==> config.mk <==
export PLATFORM = sky130hd
export DESIGN_NAME = dispatch_queue
export DESIGN_NICKNAME = d
export VERILOG_FILES = /design/src/rtl/dispatch_queue.sv
export SDC_FILE = /design/constraint.sdc
export NUM_CORES = 2
export LEC_CHECK = 0
export ABC_AREA = 0
export CAP_MARGIN = 20
export CORE_AREA = 2 2 330 332
export DETAILED_ROUTE_END_ITERATION = 16
export DIE_AREA = 0 0 332 334
export GPL_TIMING_DRIVEN = 0
export HOLD_SLACK_MARGIN = 0.03
export PLACE_DENSITY_LB_ADDON = 0.15
export SKIP_LAST_GASP = 1
export SLEW_MARGIN = 20
export SYNTH_ARGS = -nofsm -noshare
export SYNTH_HDL_FRONTEND = slang
export SYNTH_SLANG_ARGS = --single-unit
==> constraint.sdc <==
create_clock -name clk -period 11.89 [get_ports clk]
set_input_delay 1.189 -clock clk [delete_from_list [all_inputs] [get_ports clk]]
set_output_delay 1.189 -clock clk [all_outputs]
set_load 0.005 [all_outputs]
==> src/rtl/dispatch_queue.sv <==
// dispatch_queue: in-order buffer from rename to the RS banks, snooping writeback while entries wait.
// Define DISPATCH_QUEUE_BYPASS_EN for a same-cycle input-to-output path when the queue is empty.
module dispatch_queue #(
   parameter int DEPTH     = 8,
   parameter int IN_WIDTH  = 2,
   parameter int OUT_WIDTH = 2,
   parameter int DATA_W    = 64,
   parameter int PREG_W    = 6,
   parameter int WB_WIDTH  = 4
) (
   input  logic                          clk,
   input  logic                          rst_n,
   input  logic                          flush_i,
   input  logic [IN_WIDTH-1:0]           in_valid_i,
   output logic                          in_ready_o,
   input  logic [IN_WIDTH*DATA_W-1:0]    in_data_i,
   input  logic [IN_WIDTH*PREG_W-1:0]    in_psrc0_i,
   input  logic [IN_WIDTH*PREG_W-1:0]    in_psrc1_i,
   input  logic [IN_WIDTH-1:0]           in_psrc0_valid_i,
   input  logic [IN_WIDTH-1:0]           in_psrc1_valid_i,
   input  logic [IN_WIDTH-1:0]           in_psrc0_ready_i,
   input  logic [IN_WIDTH-1:0]           in_psrc1_ready_i,
   input  logic [WB_WIDTH-1:0]           wb_i,
   input  logic [WB_WIDTH*PREG_W-1:0]    wb_pdest_i,
   output logic [OUT_WIDTH-1:0]          out_valid_o,
   input  logic [OUT_WIDTH-1:0]          out_ready_i,
   output logic [OUT_WIDTH*DATA_W-1:0]   out_data_o,
   output logic [OUT_WIDTH*PREG_W-1:0]   out_psrc0_o,
   output logic [OUT_WIDTH*PREG_W-1:0]   out_psrc1_o,
   output logic [OUT_WIDTH-1:0]          out_psrc0_valid_o,
   output logic [OUT_WIDTH-1:0]          out_psrc1_valid_o,
   output logic [OUT_WIDTH-1:0]          out_psrc0_ready_o,
   output logic [OUT_WIDTH-1:0]          out_psrc1_ready_o,
   output logic [$clog2(DEPTH):0]        count_o
);
   localparam int PW = $clog2(DEPTH);
   localparam int CW = PW + 1;

   logic [PW-1:0]                head, tail, oidx;
   logic [CW-1:0]                count, enq, deq, nin;
   logic [DATA_W-1:0]            data_q [DEPTH];
   logic [PREG_W-1:0]            t0_q [DEPTH];
   logic [PREG_W-1:0]            t1_q [DEPTH];
   logic [DEPTH-1:0]             v0_q, v1_q, r0_q, r1_q;
   logic [IN_WIDTH-1:0]          wr_en, in_r0, in_r1;
   logic [IN_WIDTH-1:0][PW-1:0]  wr_idx;
   logic                         pre;

   function automatic logic hit(input logic [PREG_W-1:0] tag, input logic [WB_WIDTH-1:0] wb,
                                input logic [WB_WIDTH*PREG_W-1:0] pd);
      hit = 1'b0;
      for (int w = 0; w < WB_WIDTH; w++) hit = hit | (wb[w] && (pd[w*PREG_W +: PREG_W] == tag));
   endfunction

   assign count_o = count;

   always_comb begin
      in_ready_o = !flush_i && (CW'(DEPTH) - count >= CW'(IN_WIDTH));
      out_valid_o = '0;
      out_data_o = '0;
      out_psrc0_o = '0;
      out_psrc1_o = '0;
      out_psrc0_valid_o = '0;
      out_psrc1_valid_o = '0;
      out_psrc0_ready_o = '0;
      out_psrc1_ready_o = '0;
      oidx = '0;
      deq = '0;
      nin = '0;
      pre = 1'b1;
      // lane k is offered only once every older lane is being accepted
      for (int k = 0; k < OUT_WIDTH; k++) begin
         oidx = head + PW'(k);
         out_data_o[k*DATA_W +: DATA_W] = data_q[oidx];
         out_psrc0_o[k*PREG_W +: PREG_W] = t0_q[oidx];
         out_psrc1_o[k*PREG_W +: PREG_W] = t1_q[oidx];
         out_psrc0_valid_o[k] = v0_q[oidx];
         out_psrc1_valid_o[k] = v1_q[oidx];
         out_psrc0_ready_o[k] = r0_q[oidx] | (v0_q[oidx] & hit(t0_q[oidx], wb_i, wb_pdest_i));
         out_psrc1_ready_o[k] = r1_q[oidx] | (v1_q[oidx] & hit(t1_q[oidx], wb_i, wb_pdest_i));
         out_valid_o[k] = !flush_i && (count > CW'(k)) && pre;
         deq = deq + CW'(out_valid_o[k] & out_ready_i[k]);
         pre = pre & out_ready_i[k];
      end
      for (int i = 0; i < IN_WIDTH; i++) begin
         nin = nin + CW'(in_valid_i[i]);
         wr_en[i] = in_ready_o & in_valid_i[i];
         wr_idx[i] = tail + PW'(i);
         in_r0[i] = in_psrc0_ready_i[i] |
                    (in_psrc0_valid_i[i] & hit(in_psrc0_i[i*PREG_W +: PREG_W], wb_i, wb_pdest_i));
         in_r1[i] = in_psrc1_ready_i[i] |
                    (in_psrc1_valid_i[i] & hit(in_psrc1_i[i*PREG_W +: PREG_W], wb_i, wb_pdest_i));
      end
      enq = in_ready_o ? nin : '0;
`ifdef DISPATCH_QUEUE_BYPASS_EN
      // empty queue: inputs go straight to the banks; rejected lanes fall back into the queue
      if (count == '0 && !flush_i) begin
         logic [CW-1:0] byp;
         byp = '0;
         pre = 1'b1;
         for (int k = 0; k < ((IN_WIDTH < OUT_WIDTH) ? IN_WIDTH : OUT_WIDTH); k++) begin
            out_data_o[k*DATA_W +: DATA_W] = in_data_i[k*DATA_W +: DATA_W];
            out_psrc0_o[k*PREG_W +: PREG_W] = in_psrc0_i[k*PREG_W +: PREG_W];
            out_psrc1_o[k*PREG_W +: PREG_W] = in_psrc1_i[k*PREG_W +: PREG_W];
            out_psrc0_valid_o[k] = in_psrc0_valid_i[k];
            out_psrc1_valid_o[k] = in_psrc1_valid_i[k];
            out_psrc0_ready_o[k] = in_r0[k];
            out_psrc1_ready_o[k] = in_r1[k];
            out_valid_o[k] = in_ready_o && in_valid_i[k] && pre;
            byp = byp + CW'(out_valid_o[k] & out_ready_i[k]);
            pre = pre & out_ready_i[k];
         end
         for (int i = 0; i < IN_WIDTH; i++) begin
            wr_en[i] = in_ready_o && in_valid_i[i] && (CW'(i) >= byp);
            wr_idx[i] = tail + PW'(i) - PW'(byp);
         end
         enq = in_ready_o ? nin - byp : '0;
      end
`endif
   end

   always_ff @(posedge clk or negedge rst_n) begin
      if (!rst_n) begin
         head <= '0;
         tail <= '0;
         count <= '0;
         v0_q <= '0;
         v1_q <= '0;
         r0_q <= '0;
         r1_q <= '0;
      end else if (flush_i) begin
         head <= '0;
         tail <= '0;
         count <= '0;
         v0_q <= '0;
         v1_q <= '0;
         r0_q <= '0;
         r1_q <= '0;
      end else begin
         for (int e = 0; e < DEPTH; e++) begin
            r0_q[e] <= r0_q[e] | (v0_q[e] & hit(t0_q[e], wb_i, wb_pdest_i));
            r1_q[e] <= r1_q[e] | (v1_q[e] & hit(t1_q[e], wb_i, wb_pdest_i));
         end
         for (int i = 0; i < IN_WIDTH; i++) begin
            if (wr_en[i]) begin
               v0_q[wr_idx[i]] <= in_psrc0_valid_i[i];
               v1_q[wr_idx[i]] <= in_psrc1_valid_i[i];
               r0_q[wr_idx[i]] <= in_r0[i];
               r1_q[wr_idx[i]] <= in_r1[i];
            end
         end
         head <= head + PW'(deq);
         tail <= tail + PW'(enq);
         count <= count + enq - deq;
      end
   end

   always_ff @(posedge clk) begin
      for (int i = 0; i < IN_WIDTH; i++) begin
         if (wr_en[i]) begin
            data_q[wr_idx[i]] <= in_data_i[i*DATA_W +: DATA_W];
            t0_q[wr_idx[i]] <= in_psrc0_i[i*PREG_W +: PREG_W];
            t1_q[wr_idx[i]] <= in_psrc1_i[i*PREG_W +: PREG_W];
         end
      end
   end

   assert property (@(posedge clk) disable iff (!rst_n)
      (in_valid_i & (in_valid_i + IN_WIDTH'(1))) == '0);
endmodule
# Yosys cells after proc, flatten, opt, wreduce, memory -nomap -nowiden
# Memories as Yosys holds them, arrays and structs flattened.
# Cells that the tools add are included.
[word_totals]
register_bits = 42
ramBits = 608
memories = 3
[op_classes]
addsub = 9
n_lt_le_gt_ge = 9
n_eq_ne = 96
muxes = 52
n_bitwise = 124
n_reduce_logical = 103
[mem_list]
columns = ["name", "depth", "width", "rd", "rd_ports_with_merged_regs", "write_ports", "line", "rtl"]
rows = [
  ["data_q", 8, 64, 2, 0, 2, "41", "logic [DATA_W-1:0] data_q [DEPTH];"],
  ["t0_q", 8, 6, 10, 0, 2, "42", "logic [PREG_W-1:0] t0_q [DEPTH];"],
  ["t1_q", 8, 6, 10, 0, 2, "43", "logic [PREG_W-1:0] t1_q [DEPTH];"],
]
[op_table]
columns = ["op", "n"]
rows = [
  ["equality test 6 bit", 96],
  ["2-to-1 mux 8 bit", 16],
  ["logical AND 1 bit", 102],
  ["OR 1 bit", 96],
  ["bitwise mux 8 bit", 8],
  ["bitwise AND 1 bit", 28],
  ["binary-select mux 1 bit (select 3 bit)", 8],
  ["less-than comparator 3 x 4 -> 1 bit (second input constant)", 4],
  ["2-to-1 mux 1 bit", 14],
  ["greater-than comparator 4 x 1 -> 1 bit (second input constant)", 2],
  ["adder 3 x 1 -> 3 bit (second input constant)", 2],
  ["adder 3 x 2 -> 3 bit", 2],
  ["demux 1 bit (select 3 bit)", 2],
  ["greater-or-equal comparator 3 x 1 -> 1 bit (second input constant)", 2],
  ["2-to-1 mux 3 bit", 2],
  ["adder 1 x 1 -> 2 bit", 2],
  ["adder 4 x 2 -> 4 bit", 1],
  ["greater-or-equal comparator 4 x 2 -> 1 bit (second input constant)", 1],
  ["2-to-1 mux 4 bit", 1],
  ["subtractor 4 x 2 -> 4 bit", 1],
  ["subtractor 4 bit (first input constant)", 1],
  ["2-to-1 mux 2 bit", 1],
  ["zero test 1 bit", 1],
]

# Logic depth before layout (Yosys ltp)
# An unclocked memory read counts as a cell.
[depth]
word_depth = 14
ltp_mapped = 13

# Worst setup path before layout
# OpenSTA, ideal clock, no wires.
[synth_timing]
kind = "input -> register"
start = "input flush_i"
end = "register r0_q[6]"
setup_time_ns = 0.113
t_arrival_ns = 4.377
t_required_ns = 11.777
path_slack_ns = 7.400
path_stages = 8
path_cell_list = "clkbuf_1 > a21oi_4 > nand2_2 > or3_1 > clkbuf_1 > nand2_1 > a211oi_1 > a2111oi_2"
[synth_between]
elab_chain_cells = 8
elab_cells_between_ends = 9
classes_between = "mux: 5; bitwise: 2; reduce/logical: 2"
[synth_lines]
columns = ["item", "line", "rtl"]
rows = [
  ["start, declared", "13", "input logic flush_i,"],
  ["zero test 1 bit *", "58", "in_ready_o = !flush_i && (CW'(DEPTH) - count >= CW'(IN_WIDTH));"],
  ["logical AND 1 bit *", "58", ""],
  ["net in_ready_o", "15", "output logic in_ready_o,"],
  ["bitwise AND 1 bit", "87", "wr_en[i] = in_ready_o & in_valid_i[i];"],
  ["2-to-1 mux 8 bit", "145", "if (wr_en[i]) begin"],
  ["2-to-1 mux 8 bit", "131", "end else if (flush_i) begin"],
  ["bitwise mux 8 bit", "148", "r0_q[wr_idx[i]] <= in_r0[i];"],
  ["2-to-1 mux 8 bit *", "145", ""],
  ["2-to-1 mux 8 bit *", "131", ""],
  ["end signal, assigned by index", "141", "r0_q[e] <= r0_q[e] | (v0_q[e] & hit(t0_q[e], wb_i, wb_pdest_i));"],
  ["end signal, assigned by index", "148", ""],
  ["end, declared", "44", "logic [DEPTH-1:0] v0_q, v1_q, r0_q, r1_q;"],
]
# The timed path passes the listed nets; every way through them passes the cells marked *. The select of a mux whose other input is x is not followed.

# Worst setup path after layout
[layout_timing]
start = "register head[0]"
end = "output out_data_o[126]"
[layout_between]
elab_chain_cells = 2
[layout_lines]
columns = ["item", "line", "rtl"]
rows = [
  ["start, declared", "39", "logic [PW-1:0] head, tail, oidx;"],
  ["start signal, assigned", "152", "head <= head + PW'(deq);"],
  ["adder 3 x 1 -> 3 bit", "73", "oidx = head + PW'(k);"],
  ["memory (8 x 64 bit)", "--", ""],
  ["end, declared", "27", "output logic [OUT_WIDTH*DATA_W-1:0] out_data_o,"],
]
# No other way between the ends.

==> qor.yml <==
fmax_mhz: 144
clock-root-buffer: "clkbuf_16"
synth_warnings: 0
die_area_mm2: 0.111
viasPerCell: 6.02
ant_nets: 0
relSlewSlack_pct: 19.1
ys_ff_latch: 650
syn_area_mm2: 0.0459
drt_pass1_iterations: 8
drv_slew: 0
cts_buffers: 74
tightest_slew_ps: 1210
crit_family: "buffers and inverters"
finClkSkew_ps: 27.4
drt_iter0_drc: 4266
routed-via-count: 35636
critical_path_buf_inv_count: 7
crit_path_max_incr_delay_ps: 910
critPathMostFrequentCell: "buf_2"
die_y_um: 334
yosysTopAreaCellShare_pct: 39.8
die_x_um: 332
clk_pin_slew_ps: 60
syn_nets: 4234
grt_use_total_pct: 31.1
nNetsFinal: 4662
worstSkewPairLatency_ps: 640
period_share_pct: 58.3
synth_largest_area_cell: "edfxtp_1"
timing.final.ws_setup_ps: 4950
setup_viol: 0
clock_path_buffers: 3
worst_ep_required_time_ps: 10700
grt_setup_unrepaired: "no"
ctsHoldBuffers: 0
synth_edf_count: 608
reg2reg_slack_ps: 7560
synth_most_common_cell: "nand2_1"
reg2reg_to: "data_q[2][45]"
grt_pass1_wl_mm: 250
min_period_ps: 6940
yosys-top-cells-count: "nand2_1, edfxtp_1, mux2_2"
drt_wl_total_mm: 176
drive_gt1_share_pct: 22.2
worstSetupStartpointType: "register"
status: "complete, no violations"
htree_levels: 3
post_drt_wl_per_cell_um: 29.8
arrival_ps: 5750
grt_pass1_vias: 35145
ios: 362
cts_tree: "done"
powerDensity_mw_per_mm2: 176
drc: 0
start_util_pct: 42.6
path_max_fanout: 10
fp-row-count: 121
grt_max_degree: 48
post_cts_buffers: 0
synth_seq_area_share_pct: 42.1
cp-startpoint: "head[0]"
clock-sinks: 650
post-place-ws_ps: 5750
fp.coreArea_mm2: 0.108
hp-class: "input pin to async pin"
hold_viol_final: 0
synth.area.top_cells: "edfxtp_1, mux4_2, nand2_1, mux2_2, xor2_1"
crit_path_top_delay_cell: "clkbuf_1"
finalSetupTns_ps: 0
synth.distinct_cells: 63
cp_cell_sequence: "ha_1, buf_4, buf_2, buf_2, buf_2, clkbuf_1, buf_1, mux4_2, nand2_1, nand2_1, clkdlybuf4s50_1"
syn_avg_cell_area_um2: 11.4
endpoint_kind: "output port"
leakage_nw: 19.2
cp.depth: 11
path_class: "register to output port"
synthFlopType: "edfxtp_1"
cp-endpoint: "out_data_o[126]"
reg2regPathDepth: 10
cts_resized: 0
irDropWorstVdd_uv: 113
reg2reg_from: "count_o[1]"
drv_cap: 0
async_reset_ff_share_pct: 6.46
antenna_found_initial: 20
dp_hpwl_mm: 122
syn_to_final_growth_pct: 17.2
grt_remaining_overflow: 0
port_buffers: 332
synthCells: 4019
gp_congestion: 0.954
worst min path at each step:
stage,to,slack (ps),from,cells after the start
4_1_cts,count_o[2],560,rst_n,1
3_3_place_gp,r1_q[1],570,r1_q[1],2
5_1_grt,count_o[3],600,rst_n,1
2_1_floorplan,r0_q[3],530,r0_q[3],2
3_5_place_dp,r1_q[4],570,r1_q[4],2
6_report,count_o[2],580,rst_n,1
per-stage QoR:
stage          utilization, %  std cells  hold slack [ps]  total power [mW]  cell area [um^2]
2_1_floorplan               -       4019              531              5.47             45900
3_3_place_gp             47.3       5765              566              7.25             51000
3_5_place_dp             47.8       5784              569              7.28             51500
4_1_cts                  49.9       5916              557              9.48             53700
5_1_grt                  49.9       5921              596              9.85             53800
6_report                 49.9       5921              576              9.48             53800
where the power goes:
| part | leakage, nW | switching [mW] | internal [mW] |
|---|---|---|---|
| clock network | 1.10 | 0.977 | 1.24 |
| registers | 6.09 | 0.101 | 2.79 |
| logic | 12.0 | 2.27 | 2.10 |
| total | 19.2 | 3.35 | 6.13 |
sequential cells by signal, indices dropped and copies added, names as in the netlist:
| signal | flops |
|---|---|
| tail | 3 |
| count_o | 4 |
| t0_q | 48 |
| t1_q | 48 |
| r1_q | 8 |
| v0_q | 8 |
| r0_q | 8 |
| data_q | 512 |
| head | 3 |
| v1_q | 8 |
routing by layer:
layer / up-vias / GRT usage (%) / share of wire (%) / wire length [um]
met1: 17847 / 39.9 / 38 / 67700
li1: 15316 / - / - / -
met5: - / 0 / 0.094 / 165
met2: 2035 / 51.2 / 48 / 84000
met4: 24 / 13.0 / 4.2 / 7410
met3: 414 / 6.56 / 9.7 / 17000
cell families (layout without fill, tap and decap cells):
group / after synthesis / count (layout) / share of synthesized area [%]
other cells: 0 / 4 / 0
buf+inv: 456 / 940 / 4.77
fa+ha+maj: 20 / 20 / 0.611
compound gates: 94 / 94 / 1.44
simple gates: 1473 / 1473 / 13.7
xor+xnor: 600 / 600 / 11.5
flops: 650 / 650 / 42.1
mux: 726 / 726 / 25.9
final cells by class:
type                       count  area, um^2
fill                        9723       54000
multi-input combinational   2913       24500
sequential                   650       19300
timing repair buffer         352        3780
clock buffer                 103        2070
buffer                       420        2060
tap                         1414        1770
clock inverter                29         171
inverter                      36         140
antenna                        4        10.0
cell usage in the layout (no fill, tap or decap), types with 35 or more instances in the layout:
cell type	n
buf_6	40
nand4_1	98
xor2_1	306
xnor2_1	292
nor3_1	41
nor4_1	84
buf_1	75
mux2_2	344
mux4_2	325
clkbuf_1	189
nand2_1	1136
dfrtp_1	42
buf_2	127
edfxtp_1	608
clkdlybuf4s50_1	331
inv_1	35
clkbuf_16	77
(Power assumes the default switching activity.)
